File: src/rtl/usb_dfu_flash_sequencer_if.sv
// Bridge-side bundle of the DFU flash sequencer: sector/offset addressing,
// request lines and per-byte strobes towards the SPI flash bridge.
interface usb_dfu_flash_sequencer_if #(
    parameter int unsigned OFFSET_W = 12
) ();
    logic [15:0]         flash_address;
    logic [OFFSET_W-1:0] flash_offset;
    logic                flash_busy;
    logic                flash_rd_request;
    logic                flash_rd_data_free;
    logic                flash_rd_data_put;
    logic                flash_wr_request;
    logic                flash_wr_data_get;

    modport master (
        output flash_address,
        output flash_offset,
        output flash_rd_request,
        output flash_rd_data_free,
        output flash_wr_request,
        input  flash_busy,
        input  flash_rd_data_put,
        input  flash_wr_data_get
    );

    modport slave (
        input  flash_address,
        input  flash_offset,
        input  flash_rd_request,
        input  flash_rd_data_free,
        input  flash_wr_request,
        output flash_busy,
        output flash_rd_data_put,
        output flash_wr_data_get
    );
endinterface

File: src/rtl/usb_dfu_flash_sequencer.sv
// Turns DFU DNLOAD/UPLOAD block requests into SPI flash bridge operations:
// erase on sector start, page-write streaming and offset-skipping reads.
module usb_dfu_flash_sequencer #(
    parameter int unsigned SECTOR_SIZE = 4096,
    parameter int unsigned BLOCK_SIZE  = 256,
    parameter int unsigned BASE_SECTOR = 16,
    parameter int unsigned NUM_SECTORS = 240
) (
    input  logic        clk,
    input  logic        reset,
    input  logic        cmd_dnload,
    input  logic        cmd_upload,
    input  logic [15:0] cmd_block,
    input  logic [15:0] cmd_length,
    output logic        cmd_ready,
    output logic        cmd_done,
    output logic        cmd_error,
    input  logic        up_data_free,
    output logic        up_data_put,
    output logic        dn_data_get,
    usb_dfu_flash_sequencer_if.master flash
);
    localparam int unsigned OFF_W  = $clog2(SECTOR_SIZE);
    localparam int unsigned BLK_SH = $clog2(BLOCK_SIZE);

    typedef enum logic [2:0] {
        IDLE,
        ERASE_REQ,
        ERASE_WAIT,
        WRITE_REQ,
        WRITE_DATA,
        READ_DATA,
        DONE,
        ERROR
    } state_t;

    state_t             state, state_next;
    logic [15:0]        addr_q;
    logic [OFF_W-1:0]   off_q;
    logic [15:0]        len_q;
    logic [15:0]        xfer_cnt;
    logic [15:0]        skip_cnt;
    logic               xfer_inc;
    logic               skip_inc;

    logic [31:0]        byte_addr;
    logic [31:0]        sector_idx;
    logic [OFF_W-1:0]   cmd_offset;
    logic               range_err;
    logic               len_err;
    logic               start;

    // Sector/offset split is a pure shift and mask of the 32-bit byte address.
    assign byte_addr  = {16'h0000, cmd_block} << BLK_SH;
    assign sector_idx = byte_addr >> OFF_W;
    assign cmd_offset = byte_addr[OFF_W-1:0];
    assign range_err  = sector_idx >= NUM_SECTORS;
    assign len_err    = cmd_length > 16'(BLOCK_SIZE);
    assign start      = cmd_dnload | cmd_upload;

    assign flash.flash_address = addr_q;
    assign flash.flash_offset  = off_q;

    always_ff @(posedge clk) begin
        if (reset) begin
            state    <= IDLE;
            addr_q   <= '0;
            off_q    <= '0;
            len_q    <= '0;
            xfer_cnt <= '0;
            skip_cnt <= '0;
        end else begin
            state <= state_next;
            if (state == IDLE) begin
                xfer_cnt <= '0;
                skip_cnt <= '0;
                if (start) begin
                    addr_q <= 16'(BASE_SECTOR + sector_idx);
                    off_q  <= cmd_offset;
                    len_q  <= cmd_length;
                end
            end else begin
                if (xfer_inc) xfer_cnt <= xfer_cnt + 16'd1;
                if (skip_inc) skip_cnt <= skip_cnt + 16'd1;
            end
        end
    end

    always_comb begin
        state_next               = state;
        cmd_ready                = 1'b0;
        cmd_done                 = 1'b0;
        cmd_error                = 1'b0;
        up_data_put              = 1'b0;
        dn_data_get              = 1'b0;
        xfer_inc                 = 1'b0;
        skip_inc                 = 1'b0;
        flash.flash_rd_request   = 1'b0;
        flash.flash_rd_data_free = 1'b0;
        flash.flash_wr_request   = 1'b0;

        case (state)
            IDLE: begin
                cmd_ready = 1'b1;
                if (start) begin
                    if (range_err || len_err)  state_next = ERROR;
                    else if (cmd_length == '0) state_next = DONE;
                    else if (cmd_dnload)       state_next = (cmd_offset == '0) ? ERASE_REQ : WRITE_REQ;
                    else                       state_next = READ_DATA;
                end
            end
            ERASE_REQ: begin
                flash.flash_wr_request = 1'b1;
                if (flash.flash_busy) state_next = ERASE_WAIT;
            end
            ERASE_WAIT: begin
                if (!flash.flash_busy) state_next = WRITE_REQ;
            end
            WRITE_REQ, WRITE_DATA: begin
                // Request is live only until the terminal count, so a strobe
                // arriving after the last byte is never forwarded.
                if (xfer_cnt != len_q) begin
                    flash.flash_wr_request = 1'b1;
                    dn_data_get            = flash.flash_wr_data_get;
                    xfer_inc               = flash.flash_wr_data_get;
                end
                if (state == WRITE_REQ)
                    state_next = WRITE_DATA;
                else if (xfer_cnt == len_q && !flash.flash_busy)
                    state_next = DONE;
            end
            READ_DATA: begin
                if (xfer_cnt != len_q) begin
                    flash.flash_rd_request = 1'b1;
                    if (skip_cnt != 16'(off_q)) begin
                        flash.flash_rd_data_free = 1'b1;
                        skip_inc                 = flash.flash_rd_data_put;
                    end else begin
                        flash.flash_rd_data_free = up_data_free;
                        up_data_put              = flash.flash_rd_data_put & up_data_free;
                        xfer_inc                 = up_data_put;
                    end
                end else begin
                    state_next = DONE;
                end
            end
            DONE: begin
                cmd_done   = 1'b1;
                state_next = IDLE;
            end
            ERROR: begin
                cmd_error  = 1'b1;
                state_next = IDLE;
            end
            default: state_next = IDLE;
        endcase
    end
endmodule

File: src/flat_wrapper.sv
// flat-port wrapper written by rule: the top's interface ports become plain ports
module usb_dfu_flash_sequencer_flat 
#(
    parameter int unsigned SECTOR_SIZE = 4096,
    parameter int unsigned BLOCK_SIZE  = 256,
    parameter int unsigned BASE_SECTOR = 16,
    parameter int unsigned NUM_SECTORS = 240
)
  (clk, reset, cmd_dnload, cmd_upload, cmd_block, cmd_length, cmd_ready, cmd_done, cmd_error, up_data_free, up_data_put, dn_data_get, flash_flash_address, flash_flash_offset, flash_flash_rd_request, flash_flash_rd_data_free, flash_flash_wr_request, flash_flash_busy, flash_flash_rd_data_put, flash_flash_wr_data_get);
  usb_dfu_flash_sequencer_if #(.OFFSET_W(12)) flash_i ();
  input  logic clk;
  input  logic reset;
  input  logic cmd_dnload;
  input  logic cmd_upload;
  input  logic [15:0] cmd_block;
  input  logic [15:0] cmd_length;
  output logic cmd_ready;
  output logic cmd_done;
  output logic cmd_error;
  input  logic up_data_free;
  output logic up_data_put;
  output logic dn_data_get;
  output wire logic [$bits(flash_i.flash_address)-1:0] flash_flash_address;
  output wire logic [$bits(flash_i.flash_offset)-1:0] flash_flash_offset;
  output wire logic [$bits(flash_i.flash_rd_request)-1:0] flash_flash_rd_request;
  output wire logic [$bits(flash_i.flash_rd_data_free)-1:0] flash_flash_rd_data_free;
  output wire logic [$bits(flash_i.flash_wr_request)-1:0] flash_flash_wr_request;
  input wire logic [$bits(flash_i.flash_busy)-1:0] flash_flash_busy;
  input wire logic [$bits(flash_i.flash_rd_data_put)-1:0] flash_flash_rd_data_put;
  input wire logic [$bits(flash_i.flash_wr_data_get)-1:0] flash_flash_wr_data_get;
  assign flash_flash_address = flash_i.flash_address;
  assign flash_flash_offset = flash_i.flash_offset;
  assign flash_flash_rd_request = flash_i.flash_rd_request;
  assign flash_flash_rd_data_free = flash_i.flash_rd_data_free;
  assign flash_flash_wr_request = flash_i.flash_wr_request;
  assign flash_i.flash_busy = flash_flash_busy;
  assign flash_i.flash_rd_data_put = flash_flash_rd_data_put;
  assign flash_i.flash_wr_data_get = flash_flash_wr_data_get;
  usb_dfu_flash_sequencer #(.SECTOR_SIZE(SECTOR_SIZE), .BLOCK_SIZE(BLOCK_SIZE), .BASE_SECTOR(BASE_SECTOR), .NUM_SECTORS(NUM_SECTORS)) u_core (.clk(clk), .reset(reset), .cmd_dnload(cmd_dnload), .cmd_upload(cmd_upload), .cmd_block(cmd_block), .cmd_length(cmd_length), .cmd_ready(cmd_ready), .cmd_done(cmd_done), .cmd_error(cmd_error), .up_data_free(up_data_free), .up_data_put(up_data_put), .dn_data_get(dn_data_get), .flash(flash_i));
endmodule
File: config.mk
export PLATFORM = sky130hd
export DESIGN_NAME = usb_dfu_flash_sequencer_flat
export DESIGN_NICKNAME = d
export VERILOG_FILES = /design/src/rtl/usb_dfu_flash_sequencer_if.sv /design/src/rtl/usb_dfu_flash_sequencer.sv /design/src/flat_wrapper.sv
export SDC_FILE = /design/constraint.sdc
export NUM_CORES = 1
export LEC_CHECK = 0
export ABC_AREA = 1
export BUFFER_PORTS_ARGS = -buffer_cell sky130_fd_sc_hd__buf_2
export CAP_MARGIN = 30
export CORE_ASPECT_RATIO = 0.6
export CORE_MARGIN = 3
export CORE_UTILIZATION = 40
export DETAILED_ROUTE_END_ITERATION = 16
export GPL_TIMING_DRIVEN = 0
export HOLD_SLACK_MARGIN = 0.12
export PLACE_DENSITY_LB_ADDON = 0.2
export SETUP_SLACK_MARGIN = 0.02
export SLEW_MARGIN = 30
export SYNTH_ARGS = -nofsm -noshare
export SYNTH_HDL_FRONTEND = slang
export SYNTH_SLANG_ARGS = --single-unit
File: constraint.sdc
create_clock -name clk -period 5 [get_ports clk]
set_clock_uncertainty 0.15 [all_clocks]
set_input_delay 0.25 -clock clk [delete_from_list [all_inputs] [get_ports clk]]
set_output_delay 0.25 -clock clk [all_outputs]
set_load 0.005 [all_outputs]
==> implementation parameters <==
Parameter                              Value

Status
  Status    finished, final reports clean

Worst setup path
  Type of the setup path with the least slack    flip-flop to flip-flop
  Endpoint of the worst-slack reg-to-reg timing path    u_core.flash.flash_address[12]$_SDFFE_PP0P_
  Nature of the critical path endpoint    flip-flop
  Cell depth of the worst flop-to-flop path    9
  Required time of the critical path    5120 ps
  Critical path startpoint category    flip-flop
  Crit Reg-Reg Startpoint    u_core.state[2]$_SDFFE_PP0P_
  Largest fanout on the critical path    10
  Data arrival time of the critical path    2630 ps
  Register-to-register path setup slack    2490 ps

Detailed routing
  Number of detailed-routing iterations run before antenna repair    5
  Post-DRT Antenna Nets    0
  Per-cell routed wire length    13.64 um
  Drt total wl    11.81 mm
  DRC errors left    0
  Via-per-instance ratio    4.910
  Number of DRC violations after detailed-routing iteration 0    326
  Number of vias after detailed routing    4252

Worst hold path
  End point of the most critical hold path    u_core.flash.flash_address[6]$_SDFFE_PP0P_
  Path type of the worst min-delay path    primary input to flip-flop
  Launch point of the worst hold path    cmd_block[10]
  Worst hold stages    4

Power
  Leak    0.002255 uW
  Cell Pwr Density    446.8 nW/um2
  Total Power    2353 uW
  Maximum VDD drop    238.3 uV

Timing
  Setup repair after global routing missed its margin    no
  Post-layout minimum cycle time    2509 ps
  Headroom to the max-slew limit    48.34%
  Endpoints failing setup    0
  Actual slew at the worst max-slew pin    769.0 ps
  Share of the clock period used by the worst path    50.17%
  Final hold violations    0
  Setup_tns    0 ps
  Fmax    398.6 MHz
  Number of pins exceeding their max-slew limit in the final report    0

Synth
  Seq cells post-synth    68
  Gate count of the mapped netlist    614
  Largest cells by area after synthesis    sky130_fd_sc_hd__dfxtp_1 33%, sky130_fd_sc_hd__nand2_1 13%, sky130_fd_sc_hd__a21oi_1 7.0%
  Mean instance size in the synthesized netlist    6.751 um2
  Leading area contributor after synthesis    sky130_fd_sc_hd__dfxtp_1
  Post-synthesis cell area    4145 um2
  Area share of the leading cell type in the synthesized netlist    32.84%
  Unique masters post-synth    39
  YS warnings    0
  Sequential-to-total area share from yosys stat    32.84%

CTS
  Count of clock tree sinks    68
  Quantity of gates resized following cts    0
  Reg clk slew, reported paths    60 ps
  Cts hold-fix bufs    28
  Post-CTS setup buffers    0
  CTS tree    yes
  H-tree depth    3
  Number of buffers inserted during clock tree synthesis    9
  Worst skew pair latency    340 ps
  Clock root buffer master    sky130_fd_sc_hd__clkbuf_16
  Largest buffer count on any clock path    2

Floorplan
  Chip width    137.4 um
  Initial Utilization    41.52%
  Total number of placement rows    28
  Die Y    84.86 um
  Floorplan Core Area    9985 um2
  Number of primary I/O pins    76
  Die area    11660 um2

Global route
  Combined global-route utilization of all metal layers    20.79%
  Global route overflow    0
  Antenna violations before repair    0
  Met1 demand-to-capacity share in global routing    33.50%
  GR Layer Usage met2    26.59%
  First-pass GRT wire length    19.07 mm
  Maximum number of pins on one net before global-route repair    13
  Busiest layer in global routing    met1
  Global routing usage on met3    5.213%
  Vias in the first global route    3727

Cells and area
  Most frequent standard cell in the layout excluding fill and tap cells    sky130_fd_sc_hd__nand2_1
  Commonest cells after routing, fill and taps aside    145 x sky130_fd_sc_hd__nand2_1, 69 x sky130_fd_sc_hd__buf_2, 68 x sky130_fd_sc_hd__dfxtp_1
  Number of inserted diodes    0
  Area growth from synthesis to layout    27.08%
  Nets    771
  Layout cell share with drive strength beyond 1    19.43%

Place
  Total half-perimeter wirelength after legalization and detailed placement    8.875 mm
  Final RePlAce weighted congestion    0.8872
  Count of input and output buffers    64

Run
  Number of max-capacitance violations reported    0
registers in the layout, indices dropped and copies added (netlist names):
signal and count:
u_core.flash.flash_address 13, u_core.len_q 16, u_core.flash.flash_offset 4, u_core.state 3, u_core.xfer_cnt 16, u_core.skip_cnt 16
stage by stage:
| step | cell area, um2 | cells | hold slack, ps | worst slack, ps | utilization, % |
|---|---|---|---|---|---|
| CTS | 5268 | 866 | 125.5 | 2531 | 52.76 |
| floorplan | 4183 | 624 | 189.6 | 3232 | - |
| finish | 5268 | 866 | 137.7 | 2491 | 52.76 |
| detailed placement | 4672 | 823 | 305.8 | 2822 | 46.79 |
| global route | 5268 | 866 | 158.4 | 2347 | 52.76 |
| global placement | 4672 | 823 | 300.3 | 2828 | 46.79 |
cells by family (layout without fill, tap and decap cells):
family,Yosys count,after routing,share of synthesized area (%)
adder cells (fa/ha/maj),4,4,1.207
AO/OA/AOI/OAI,103,103,13.70
XOR/XNOR,33,33,6.972
AND/OR/NAND/NOR,305,305,33.81
other,1,11,0.09047
buffers and inverters,100,207,11.38
flip-flops,68,68,32.84
worst max-delay path by stage:
stage	startpoint	cells past startpoint	slack, ps	end
final	u_core.state[2]$_SDFFE_PP0P_	9	2490	u_core.flash.flash_address[12]$_SDFFE_PP0P_
after global routing	u_core.state[2]$_SDFFE_PP0P_	9	2350	u_core.flash.flash_address[12]$_SDFFE_PP0P_
after CTS	u_core.state[2]$_SDFFE_PP0P_	9	2530	u_core.flash.flash_address[12]$_SDFFE_PP0P_
after detailed placement	u_core.xfer_cnt[0]$_SDFFE_PP0P_	8	2820	u_core.xfer_cnt[13]$_SDFFE_PP0P_
after global placement	u_core.xfer_cnt[0]$_SDFFE_PP0P_	8	2830	u_core.xfer_cnt[13]$_SDFFE_PP0P_
after floorplan	u_core.skip_cnt[0]$_SDFFE_PP0P_	8	3230	up_data_put
final cells by class:
type,count,area [um2]
fill,992,4717
multi-input combinational,456,2350
sequential,68,1361
timing repair buffer,92,600.6
inverter,68,257.7
clock buffer,9,225.2
buffer,32,214.0
tap,135,168.9
clock inverter,6,90.09
routing by layer:
layer	vias to the layer above	wire (um)	share of wire, %
met5	-	0	0
met4	0	123	1.0
met3	11	890	7.5
met2	134	4569	39
met1	1919	6227	53
li1	2188	-	-
power by group:
| part | internal (uW) | switching, uW | leakage [uW] |
|---|---|---|---|
| Combinational | 313 | 621 | 0.00155 |
| Sequential | 660 | 74.5 | 0.000555 |
| Clock | 434 | 251 | 0.000151 |
| Total | 1410 | 946 | 0.00226 |
cell usage after synthesis:
library cell               number
sky130_fd_sc_hd__or2_2          1
sky130_fd_sc_hd__buf_12         1
sky130_fd_sc_hd__buf_2          5
sky130_fd_sc_hd__nand3_4        2
sky130_fd_sc_hd__buf_1          3
sky130_fd_sc_hd__dfxtp_1       68
sky130_fd_sc_hd__or3_1          1
sky130_fd_sc_hd__nand2_4        3
sky130_fd_sc_hd__nor2_4         1
sky130_fd_sc_hd__nand2_2       11
sky130_fd_sc_hd__nand3b_1       1
sky130_fd_sc_hd__nand2_8        1
sky130_fd_sc_hd__ha_1           4
sky130_fd_sc_hd__xor2_1        29
sky130_fd_sc_hd__o32ai_1        1
sky130_fd_sc_hd__nor2_2         2
sky130_fd_sc_hd__a21oi_1       58
sky130_fd_sc_hd__nand2_1      145
sky130_fd_sc_hd__nor2_1        57
sky130_fd_sc_hd__conb_1         1
sky130_fd_sc_hd__buf_6          3
sky130_fd_sc_hd__nor3_4         1
sky130_fd_sc_hd__nor3b_1        2
sky130_fd_sc_hd__a31oi_1        1
sky130_fd_sc_hd__inv_1         61
sky130_fd_sc_hd__nand4_1       11
sky130_fd_sc_hd__inv_2          6
sky130_fd_sc_hd__nor3_2         2
sky130_fd_sc_hd__clkbuf_1       7
sky130_fd_sc_hd__o21a_1         2
sky130_fd_sc_hd__inv_4          1
sky130_fd_sc_hd__a21oi_2       10
sky130_fd_sc_hd__nor4_1         1
sky130_fd_sc_hd__o21ai_0       29
sky130_fd_sc_hd__xnor2_1        4
sky130_fd_sc_hd__nand3_1       53
sky130_fd_sc_hd__nor3_1        10
sky130_fd_sc_hd__o21bai_1       2
sky130_fd_sc_hd__buf_4         13
critical path, cell delays in order, from the launching register on:
cell                            delay [ps]
sky130_fd_sc_hd__dfxtp_1               320
sky130_fd_sc_hd__inv_1                 240
sky130_fd_sc_hd__nand2_1               170
sky130_fd_sc_hd__inv_2                 150
sky130_fd_sc_hd__nand2_1               120
sky130_fd_sc_hd__inv_1                 210
sky130_fd_sc_hd__buf_2                 270
sky130_fd_sc_hd__nand4_1               100
sky130_fd_sc_hd__dlygate4sd3_1         580
sky130_fd_sc_hd__a21oi_1               120
Power figures use the tool's default switching activity.
